[config.mk]
export PLATFORM = sky130hd
export DESIGN_NAME = sync_fifo
export DESIGN_NICKNAME = d
export VERILOG_FILES = /design/src/rtl/sync_fifo.sv
export SDC_FILE = /design/constraint.sdc
export NUM_CORES = 1
export LEC_CHECK = 0
export CAP_MARGIN = 25
export CORE_MARGIN = 2
export CORE_UTILIZATION = 30
export DETAILED_ROUTE_END_ITERATION = 8
export PLACE_DENSITY_LB_ADDON = 0.15
export SYNTH_ARGS = -nofsm -noshare
export SYNTH_HDL_FRONTEND = slang
export SYNTH_SLANG_ARGS = --single-unit
export TNS_END_PERCENT = 5
[constraint.sdc]
create_clock -name CLK -period 2.98 [get_ports CLK]
set_input_delay 0.596 -clock CLK [delete_from_list [all_inputs] [get_ports CLK]]
set_output_delay 0.596 -clock CLK [all_outputs]
set_load 0.02 [all_outputs]
[src/rtl/sync_fifo.sv]
// rtl/sync_fifo.sv - single-clock byte FIFO with registered Empty/Full flags (optional FIFO_ERR_EN error flags)
module sync_fifo #(
    parameter  int WIDTH  = 8,
    parameter  int DEPTH  = 16,
    localparam int ADDR_W = $clog2(DEPTH)
) (
    input  logic             CLK,
    input  logic             RST,
    input  logic [WIDTH-1:0] Din,
    input  logic             WR_EN,
    input  logic             RD_EN,
    output logic [WIDTH-1:0] Dout,
    output logic             Empty,
`ifdef FIFO_ERR_EN
    output logic             Full,
    output logic             Overflow,
    output logic             Underflow
`else
    output logic             Full
`endif
);

    localparam logic [ADDR_W:0]   CNT_FULL = DEPTH[ADDR_W:0];
    localparam logic [ADDR_W:0]   CNT_ONE  = {{ADDR_W{1'b0}}, 1'b1};
    localparam logic [ADDR_W-1:0] PTR_ONE  = {{(ADDR_W-1){1'b0}}, 1'b1};

    logic [WIDTH-1:0]  mem [DEPTH];

    logic [ADDR_W-1:0] wr_ptr_q, wr_ptr_d;
    logic [ADDR_W-1:0] rd_ptr_q, rd_ptr_d;
    logic [ADDR_W:0]   count_q, count_d;
    logic [WIDTH-1:0]  dout_q, dout_d;
    logic              empty_q, empty_d;
    logic              full_q, full_d;

    logic              wr_ok;
    logic              rd_ok;

    // Requests are qualified against the registered flags, so a simultaneous
    // request on an empty FIFO degenerates to write-only and on a full FIFO to read-only.
    always_comb begin
        wr_ok = WR_EN && !full_q;
        rd_ok = RD_EN && !empty_q;
    end

    // Next-state for pointers, occupancy, read data and flags.
    always_comb begin
        wr_ptr_d = wr_ptr_q;
        rd_ptr_d = rd_ptr_q;
        count_d  = count_q;
        dout_d   = dout_q;
        if (wr_ok) begin
            wr_ptr_d = wr_ptr_q + PTR_ONE;
        end
        if (rd_ok) begin
            rd_ptr_d = rd_ptr_q + PTR_ONE;
            dout_d   = mem[rd_ptr_q];
        end
        case ({wr_ok, rd_ok})
            2'b10:   count_d = count_q + CNT_ONE;
            2'b01:   count_d = count_q - CNT_ONE;
            default: count_d = count_q;
        endcase
        empty_d = (count_d == '0);
        full_d  = (count_d == CNT_FULL);
    end

    // Storage is deliberately not reset; only the pointers define validity.
    always_ff @(posedge CLK) begin
        if (wr_ok) begin
            mem[wr_ptr_q] <= Din;
        end
    end

    // Control state and registered outputs.
    always_ff @(posedge CLK or negedge RST) begin
        if (!RST) begin
            wr_ptr_q <= '0;
            rd_ptr_q <= '0;
            count_q  <= '0;
            dout_q   <= '0;
            empty_q  <= 1'b1;
            full_q   <= 1'b0;
        end else begin
            wr_ptr_q <= wr_ptr_d;
            rd_ptr_q <= rd_ptr_d;
            count_q  <= count_d;
            dout_q   <= dout_d;
            empty_q  <= empty_d;
            full_q   <= full_d;
        end
    end

    assign Dout  = dout_q;
    assign Empty = empty_q;
    assign Full  = full_q;

`ifdef FIFO_ERR_EN
    logic overflow_q, overflow_d;
    logic underflow_q, underflow_d;

    // Sticky error flags: once a rejected request is seen it stays flagged until reset.
    always_comb begin
        overflow_d  = overflow_q  || (WR_EN && full_q);
        underflow_d = underflow_q || (RD_EN && empty_q);
    end

    // Error flag registers.
    always_ff @(posedge CLK or negedge RST) begin
        if (!RST) begin
            overflow_q  <= 1'b0;
            underflow_q <= 1'b0;
        end else begin
            overflow_q  <= overflow_d;
            underflow_q <= underflow_d;
        end
    end

    assign Overflow  = overflow_q;
    assign Underflow = underflow_q;
`endif

endmodule

==> impl_metrics.ini <==
[clock_tree]
root_buffer = clkbuf_16
postCtsSetupBuffers = 0
cts_tree = done
cts_resized = 0
path_clk_slew_ps = 60
cts_hold_buf = 0
clockBufferDepth = 2
h-tree-depth = 4
numCtsBuffers = 17
clkSinkCount = 151
insertion_delay_ps = 420

[power]
seqPwrFrac_pct = 40.2
pwr-share-comb_pct = 29.5
p_sw_share_pct = 31.7
p_int_mw = 4.83
power.density_mw_per_mm2 = 952
peakVddDrop_mv = 0.412
p_switching_mw = 2.24
finalPower_mw = 7.07
clkPwrFrac_pct = 30.4
leakagePower_nw = 2.56

[timing]
report.final.slew_viol_count = 0
rsz0062_at_grt = false
period_share_pct = 84.7
fin_hold_ws_ps = 520
setup_viol = 0
min_period_ps = 2520
max_slew_margin_pct = 53.7
fmax_ghz = 0.396
finClkSkew_ps = 7.86
worst-slew-pin-transition_ps = 694
final_hold_viol_count = 0
fin_tns_setup_ps = 0

[cells_and_area]
final_nets = 422
num_antenna_cells = 0
final_common_cell = edfxtp_1
final_cell_mix = edfxtp_1 (128), buf_4 (24), dfrtp_1 (21), clkdlybuf4s50_1 (21), nor2b_1 (18)
syn_to_final_growth_pct = 19.7
drive_above_1_share_pct = 17.5

[global_route]
grtUsageTotal_pct = 13.0
first_global_vias = 3410
grt_pass1_wl_um = 20600
grt_overflow = 0
grt_start_max_net_pins = 68
antenna_found_initial = 0

[place]
hpwl_um = 8410
port_buffers = 21
globalplace.congestion = 0.722

[routing]
routed_via_density = 4.71
postRouteAntennaNets = 0
firstDrtPassIters = 4
drc = 0
drtIter0Drc = 209
avgRoutedWirePerCell_um = 19.2
vias = 3230
wl_um = 13200

[worst_setup_path]
critPathRequiredTime_ps = 3280
end_kind = flop
start_kind = primary input
worstPathArrival_ps = 2830
critical_path_peak_fanout = 5
worst-setup-path-type = in2reg

[synthesis]
synth_nets = 379
yosysSeqAreaShare_pct = 71.3
synth-warning-count = 0
netlist_top_cells_area = edfxtp_1 (62%), dfrtp_1 (8.9%), mux4_1 (5.5%)
syn_area_mm2 = 0.00620
ys_types = 46
synth_flop_cell = edfxtp_1
synth.top_cell.area_share_pct = 62.0
ys_ff_latch = 151
async_flop_share_pct = 15.2
syn-instance-count = 360
syn_avg_cell_area_um2 = 17.2
synth-edff-count = 128
synth_top_area_cell = edfxtp_1

[job]
cap_viol_max_count = 0

[floorplanning]
core-area_mm2 = 0.0202
die_w_um = 148
dieArea_mm2 = 0.0218
die_y_um = 148
io_pins = 22
rows = 52
start_util_pct = 30.7

[run_status]
status = complete, no violations

[hold_path]
worstHoldPathType = reg2reg
-- layout make-up --
type	instances	area [µm²]
Fill cell	1896	12800
Sequential cell	151	4420
Multi-Input combinational cell	179	1630
Clock buffer	17	425
Timing Repair Buffer	46	410
Tap cell	270	338
Clock inverter	15	171
Inverter	8	30.0
-- per-stage QoR --
stage / utilization (%) / area, µm² / setup WS (ps) / std cells
after floorplan: - / 6200 / 647 / 360
after global placement: 33.7 / 6830 / 127 / 654
after detailed placement: 33.7 / 6830 / 48.2 / 654
after CTS: 36.7 / 7430 / 470 / 686
after global routing: 36.7 / 7430 / 240 / 686
final: 36.7 / 7430 / 455 / 686
-- critical path, stage by stage --
cell and delay, ps:
clkdlybuf4s50_1 450, nor2b_1 190, inv_2 80, nand2_1 100
xnor2_1 130, ha_1 250, nor3b_1 220, a31oi_1 130
a221oi_2 290, xnor2_1 180, inv_1 80, o211a_1 120
-- power groups by stage --
stage                     Clock, mW  Combinational (mW)  Sequential, mW
after global routing           2.29                2.30            2.88
after CTS                      2.21                2.14            2.84
after floorplan                   0                1.45            2.87
after detailed placement          0                2.14            2.88
final                          2.15                2.08            2.84
after global placement            0                2.11            2.88
-- cells by family after synthesis --
group,Yosys count,share of synthesized area (%)
AOI/OAI and AO/OA,47,6.27
xor gates and xnor gates,11,1.55
adders and majority gates,7,1.41
buffers and inverters,30,2.46
DFF,151,71.3
muxes,41,10.8
and+or+nand+nor,73,6.21
-- flip-flops by register name, indices dropped and copies added (netlist names) --
register and count:
Dout 8, Empty 1, Full 1, count_q 5
mem 128, rd_ptr_q 4, wr_ptr_q 4
-- worst paths after layout --
kind	cells past startpoint	slack, ps	to	start
setup / recovery	12	460	Full	WR_EN
hold / removal	1	520	Dout[2]	Dout[2]
setup reg to reg	11	670	Full	Empty
hold reg to reg	1	520	Dout[2]	Dout[2]
max in group asynchronous	2	1800	wr_ptr_q[2]	RST
min in group asynchronous	1	550	count_q[2]	RST
-- routing by layer --
metal	vias up	routed length, µm	global-route usage (%)
met3	8	614	3.46
met2	62	6350	20.6
met5	-	0	0
met1	1643	6090	17.3
li1	1517	-	-
met4	0	141	4.28
-- cells in the mapped netlist (2+ instances only) --
library cell and count:
dfrtp_1 22, nor2_1 16, mux2i_1 16, o22ai_1 2, mux2_2 8, clkbuf_1 7
inv_1 6, nor3_1 5, a2111oi_0 8, ha_1 7, buf_1 3, o211a_1 2
buf_6 2, a221o_1 8, mux4_2 3, nor4_1 8, nor2b_1 18, xnor2_1 10
edfxtp_1 128, nand2b_1 4, buf_2 8, a21oi_1 4, nand2_1 13, a211oi_1 8
a22o_1 8, inv_2 2, nand4_1 2, mux4_1 13, nor3b_1 2
(Power assumes the default switching activity.)
